### src/rtl/auth_msg_receiver.sv
// Receives optionally USB-framed auth messages byte by byte, validates them and
// posts a compact request word into a per-source pending register.
module auth_msg_receiver #(
  parameter int unsigned MAX_PAYLOAD_BYTES = 64,
  parameter int unsigned TIMEOUT_CYCLES    = 1024
) (
  input  logic                                 clk,
  input  logic                                 reset,
  input  logic [7:0]                           rx_byte,
  input  logic                                 rx_valid,
  input  logic                                 rx_last,
  input  logic                                 rx_src,
  input  logic                                 usb_framed,
  output logic                                 rx_ready,
  output logic [7:0]                           bmRequestType,
  output logic [7:0]                           bRequest,
  output logic [15:0]                          wLength,
  output logic [31:0]                          header,
  output logic                                 payload_wr_en,
  output logic [$clog2(MAX_PAYLOAD_BYTES)-1:0] payload_wr_addr,
  output logic [7:0]                           payload_wr_data,
  output logic [7:0]                           pending_auth_request_PD,
  output logic [7:0]                           pending_auth_request_DEBUG,
  input  logic                                 pending_auth_request_PD_erase,
  input  logic                                 pending_auth_request_DEBUG_erase,
  output logic                                 Ack_out,
  output logic                                 Error_msg_malformed,
  output logic                                 Error_timeout
);

  localparam int unsigned AW = $clog2(MAX_PAYLOAD_BYTES);
  localparam int unsigned CW = $clog2(MAX_PAYLOAD_BYTES + 1);
  localparam int unsigned TW = $clog2(TIMEOUT_CYCLES + 1);

  typedef enum logic [2:0] {
    IDLE, USB_HDR, AUTH_HDR, PAYLOAD, DISCARD, CHECK, POST, ACK
  } state_t;

  state_t        state;
  logic [1:0]    idx;
  logic [CW-1:0] pay_cnt;
  logic [TW-1:0] tmo_cnt;
  logic          src_q;
  logic          framed_q;
  logic          bad;

  logic          accept;
  logic          pay_room;
  logic          type_ok;
  logic          check_bad;
  logic          post_free;
  logic          waiting;
  logic          tmo_fire;
  logic [7:0]    msg_type;
  logic [7:0]    word;

  assign rx_ready        = !(state inside {CHECK, POST, ACK});
  assign accept          = rx_valid && rx_ready;
  assign pay_room        = pay_cnt < CW'(MAX_PAYLOAD_BYTES);

  // Payload write port is combinational so the byte lands in the cycle it is accepted
  assign payload_wr_en   = (state == PAYLOAD) && rx_valid && pay_room;
  assign payload_wr_addr = payload_wr_en ? AW'(pay_cnt) : '0;
  assign payload_wr_data = payload_wr_en ? rx_byte : '0;

  assign msg_type  = header[23:16];
  assign type_ok   = msg_type inside {8'h01, 8'h02, 8'h03, 8'h41, 8'h42, 8'h43, 8'h7F};
  assign check_bad = bad || (header[31:24] != 8'h01) || !type_ok ||
                     (framed_q && (wLength != (16'(pay_cnt) + 16'd4)));
  assign word      = {header[9:8],
                      ((msg_type >= 8'h01) && (msg_type <= 8'h03)) ? 2'b01 : 2'b10,
                      1'b0, framed_q, msg_type[1:0]};
  assign post_free = src_q ? (pending_auth_request_DEBUG == 8'h00)
                           : (pending_auth_request_PD == 8'h00);

  // A free target in POST always wins over an expiring timeout
  assign waiting  = (state inside {USB_HDR, AUTH_HDR, PAYLOAD, DISCARD, POST}) && !accept;
  assign tmo_fire = waiting && (tmo_cnt == TW'(TIMEOUT_CYCLES - 1)) &&
                    !((state == POST) && post_free);

  always_ff @(posedge clk or negedge reset) begin
    if (!reset) begin
      state                      <= IDLE;
      idx                        <= '0;
      pay_cnt                    <= '0;
      tmo_cnt                    <= '0;
      src_q                      <= 1'b0;
      framed_q                   <= 1'b0;
      bad                        <= 1'b0;
      bmRequestType              <= '0;
      bRequest                   <= '0;
      wLength                    <= '0;
      header                     <= '0;
      pending_auth_request_PD    <= '0;
      pending_auth_request_DEBUG <= '0;
      Ack_out                    <= 1'b0;
      Error_msg_malformed        <= 1'b0;
      Error_timeout              <= 1'b0;
    end else begin
      Ack_out             <= 1'b0;
      Error_msg_malformed <= 1'b0;
      Error_timeout       <= 1'b0;

      // Erase first so a POST write in the same cycle overrides it
      if (pending_auth_request_PD_erase)    pending_auth_request_PD    <= '0;
      if (pending_auth_request_DEBUG_erase) pending_auth_request_DEBUG <= '0;

      if (accept)       tmo_cnt <= '0;
      else if (waiting) tmo_cnt <= tmo_cnt + TW'(1);

      if (tmo_fire) begin
        Error_timeout <= 1'b1;
        state         <= IDLE;
      end else begin
        case (state)
          IDLE: if (accept) begin
            src_q         <= rx_src;
            framed_q      <= usb_framed;
            bad           <= 1'b0;
            pay_cnt       <= '0;
            idx           <= 2'd1;
            bRequest      <= '0;
            wLength       <= '0;
            bmRequestType <= usb_framed ? rx_byte : 8'h00;
            header        <= usb_framed ? 32'h0 : {24'h0, rx_byte};
            if (rx_last) begin
              bad   <= 1'b1;
              state <= CHECK;
            end else begin
              state <= usb_framed ? USB_HDR : AUTH_HDR;
            end
          end
          USB_HDR: if (accept) begin
            case (idx)
              2'd1:    bRequest       <= rx_byte;
              2'd2:    wLength[7:0]   <= rx_byte;
              default: wLength[15:8]  <= rx_byte;
            endcase
            idx <= idx + 2'd1;
            if (rx_last) begin
              bad   <= 1'b1;
              state <= CHECK;
            end else if (idx == 2'd3) begin
              state <= AUTH_HDR;
            end
          end
          AUTH_HDR: if (accept) begin
            header <= {header[23:0], rx_byte};
            idx    <= idx + 2'd1;
            if (idx == 2'd3) begin
              state <= rx_last ? CHECK : PAYLOAD;
            end else if (rx_last) begin
              bad   <= 1'b1;
              state <= CHECK;
            end
          end
          PAYLOAD: if (accept) begin
            if (pay_room) pay_cnt <= pay_cnt + CW'(1);
            else          bad     <= 1'b1;
            if (rx_last)       state <= CHECK;
            else if (!pay_room) state <= DISCARD;
          end
          DISCARD: if (accept && rx_last) state <= CHECK;
          CHECK: begin
            if (check_bad) begin
              Error_msg_malformed <= 1'b1;
              state               <= IDLE;
            end else begin
              tmo_cnt <= '0;
              state   <= POST;
            end
          end
          POST: if (post_free) begin
            if (src_q) pending_auth_request_DEBUG <= word;
            else       pending_auth_request_PD    <= word;
            Ack_out <= 1'b1;
            state   <= ACK;
          end
          ACK:     state <= IDLE;
          default: state <= IDLE;
        endcase
      end
    end
  end

endmodule

### config.mk
export PLATFORM = sky130hd
export DESIGN_NAME = auth_msg_receiver
export DESIGN_NICKNAME = d
export VERILOG_FILES = /design/src/rtl/auth_msg_receiver.sv
export SDC_FILE = /design/constraint.sdc
export NUM_CORES = 1
export LEC_CHECK = 0
export CAP_MARGIN = 20
export CORE_ASPECT_RATIO = 0.5
export CORE_MARGIN = 2
export CORE_UTILIZATION = 45
export DETAILED_ROUTE_END_ITERATION = 8
export HOLD_SLACK_MARGIN = 0.05
export PLACE_DENSITY = 0.76
export SLEW_MARGIN = 20
export SYNTH_ARGS = -nofsm -noshare
export SYNTH_HDL_FRONTEND = slang
export SYNTH_SLANG_ARGS = --single-unit
### constraint.sdc
create_clock -name clk -period 2.62 [get_ports clk]
set_input_delay 0.524 -clock clk [delete_from_list [all_inputs] [get_ports clk]]
set_output_delay 0.524 -clock clk [all_outputs]
set_load 0.01 [all_outputs]
==> results.yml <==
outcome:
  status: "finished, final reports clean"
cells_and_area:
  drive_gt1_share_pct: 9.43
  area_growth_pct: 35.0
  diodes: 0
  final_nets: 632
power:
  ir_drop_mv: 0.487
  clkPwrFrac_pct: 21.6
  p_switching_mw: 2.52
  p_leak_nw: 3.04
  combPwrFrac_pct: 40.4
  switching_share_pct: 36.2
  p_int_mw: 4.46
  totalPowerFinal_mw: 6.98
  power_frac_seq_pct: 38.0
  power-per-cell-area_nw_per_um2: 1030
die:
  start_util_pct: 45.8
  die_w_um: 153
  io_pins: 115
  core_um2: 10900
  dieArea_um2: 12000
  std_cell_rows: 27
  die_h_um: 78.5
route:
  post_drt_wl_per_cell_um: 17.4
  num_vias: 4234
  via_per_inst: 5.57
  firstDrtPassIters: 5
  wirelength_um: 13200
  ant_nets: 0
  drcViolationCount: 0
  drt_iter0_markers: 401
clock_network:
  clk_path_buf_depth: 2
  numCtsBuffers: 9
  path_clk_slew_ps: 70
  cts_tree: "built"
  post_cts_buffers: 0
  cts.sinks: 109
  ctsHoldBuffers: 0
  clock-root-buffer: "clkbuf_16"
  h-tree-depth: 3
  clock_latency_ps: 350
sta:
  rsz0062_at_grt: "false"
  min_period_ps: 2550
  holdWs_ps: 131
  finalHoldViolCount: 0
  maxSlewViolCount: 0
  setup_violations: 0
  timing.slew.headroom_pct: 38.7
  max_freq_mhz: 392
  tns_ps: 0
  fin_crit_sh_pct: 97.4
  fin_skew_ps: 8.09
  worst-slew-pin-transition_ps: 920
critical_path:
  r2r_end: "tmo_cnt[6]"
  crit_slowest_cell: "clkdlybuf4s50_1"
  worstSetupPathType: "in -> out"
  critPathBufInv: 3
  crit_fanout: 19
  ff2ff_path_depth: 7
  crit_top_cell: "clkdlybuf4s50_1"
  cp_data_arrival_time_ps: 2030
  rrSetupSlack_ps: 250
  critPathMaxStageDelay_ps: 530
  crit_path_start_kind: "input pin"
  cp-end-kind: "output port"
  crit_path_cell_trace: "clkdlybuf4s50_1, and3_4, buf_12, and2_1, clkdlybuf4s50_1"
  timing.rr.start: "pay_cnt[2]"
  path_delay_family: "buffers and inverters"
  worstPathRequired_ps: 2100
global_route:
  grt_pass1_vias: 4145
  grt_pass1_wl_um: 21700
  grt.overflow.total: 0
  grt_max_degree: 41
  antenna_found_initial: 0
  grt_use_total_pct: 22.8
synthesis:
  synth-edff-count: 0
  ys.flop_type: "dfrtp_1"
  synthArstFlopShare_pct: 100
  netlist_area_um2: 5000
  synth_nets: 504
  synth-seq-area-share_pct: 54.6
  synth_cells: 482
  netlist-cell-type-count: 55
  synth_top_area_share_pct: 54.6
  synth_top_area_cell: "dfrtp_1"
  yosys-top-cells-area: "dfrtp_1, a22o_1, nand2_1"
  yosysWarnings: 0
  synth-seq-cells: 109
  synth.avg_cell_area_um2: 10.4
placement:
  place_congestion: 0.884
  detailed_place_hpwl_um: 9320
  io_buffer_count: 114
job:
  drv_cap: 0
worst_hold_path:
  hp-class: "in -> async"
==> sequential cells by signal, summed over array words and instances, names as in the netlist, 7 cells and up <==
register	count
bRequest	8
bmRequestType	8
header	32
pay_cnt	7
pending_auth_request_DEBUG	8
pending_auth_request_PD	8
tmo_cnt	11
wLength	16
==> per-layer routing <==
metal / vias to the layer above / part of all wire (%) / GRT usage [%]
met2: 156 / 45 / 35.0
li1: 1969 / - / -
met1: 2088 / 47 / 32.4
met3: 21 / 6.7 / 5.36
met4: 0 / 1.4 / 6.48
met5: - / 0 / 0
==> final cells by class <==
type | count | area [µm²]
clock buffer | 9 | 225
clock inverter | 7 | 105
fill | 879 | 4170
inverter | 20 | 75.1
multi-input combinational | 328 | 2050
sequential | 109 | 2730
tap | 145 | 181
timing repair buffer | 142 | 1380
==> how the worst max path moves through the flow <==
stage                from                  to  slack [ps]  cells past startpoint
6_report         rx_valid  payload_wr_data[2]          70                      5
5_1_grt          rx_valid  payload_wr_data[2]          30                      5
4_1_cts          rx_valid  payload_wr_addr[1]          30                      5
3_5_place_dp     rx_valid  payload_wr_addr[1]          30                      5
3_3_place_gp     rx_valid  payload_wr_addr[1]          40                      5
2_1_floorplan  pay_cnt[3]          tmo_cnt[5]         360                      9
==> Yosys cell counts (all sizes together) (2+ instances only) <==
master and number:
o21ai 33, and3 5, a22oi 2, a21o 2, clkbuf 21, mux2i 3, a31oi 2, or4b 2
nor4 6, nor3 12, nor2 28, and2 17, xor2 10, inv 19, a211oi 5, nand3 18
o32ai 3, nand2 66, nand4 8, xnor2 12, ha 6, dfrtp 109, o221ai 2, buf 3
nand2b 3, a21oi 13, nor2b 5, a22o 48
==> through the flow <==
step	setup WS, ps	util, %	cell area, µm²	cells
after floorplan	363	-	5000	482
after global placement	35.9	58.6	6400	744
after detailed placement	34.6	58.6	6400	744
after CTS	31.4	61.7	6730	760
after global routing	27.2	61.8	6750	760
final	67.9	61.8	6750	760
==> power groups by stage <==
stage	sequential (mW)	combinational [mW]	clock [mW]
2_1_floorplan	2.73	1.40	0
3_3_place_gp	2.66	2.74	0
3_5_place_dp	2.67	2.80	0
4_1_cts	2.65	2.82	1.53
5_1_grt	2.73	3.07	1.60
6_report	2.65	2.82	1.51
==> cell families after synthesis <==
logic type,synth area share (%)
AOI/OAI and AO/OA,17.7
DFF,54.6
xor gates and xnor gates,3.86
muxes,0.601
and+or+nand+nor,17.2
buffers and inverters,4.61
adders and majority gates,1.50
==> cells in the final DEF, fill, tap and decap left out, drive strengths merged, types with 3 or more instances in the layout <==
| cell type | netlist | layout |
|---|---|---|
| xor2 | 10 | 10 |
| a22o | 48 | 48 |
| and3 | 5 | 5 |
| nand3 | 18 | 18 |
| clkbuf | 21 | 9 |
| nor3 | 12 | 12 |
| clkdlybuf4s50 | 0 | 111 |
| dfrtp | 109 | 109 |
| xnor2 | 12 | 12 |
| ha | 6 | 6 |
| a211oi | 5 | 5 |
| nand2 | 66 | 66 |
| inv | 19 | 22 |
| o32ai | 3 | 3 |
| and2 | 17 | 17 |
| nor2b | 5 | 5 |
| nor2 | 28 | 28 |
| clkinv | 1 | 3 |
| mux2i | 3 | 3 |
| buf | 3 | 29 |
| o21ai | 33 | 33 |
| nand4 | 8 | 8 |
| a21oi | 13 | 13 |
| nand2b | 3 | 3 |
| nor4 | 6 | 6 |
==> what timing repair did <==
item                                    4_1_cts  5_1_grt
resized for setup                             2        4
endpoints found under the hold margin         0        0
endpoints found under the setup margin        2        9
Power figures use the tool's default switching activity.
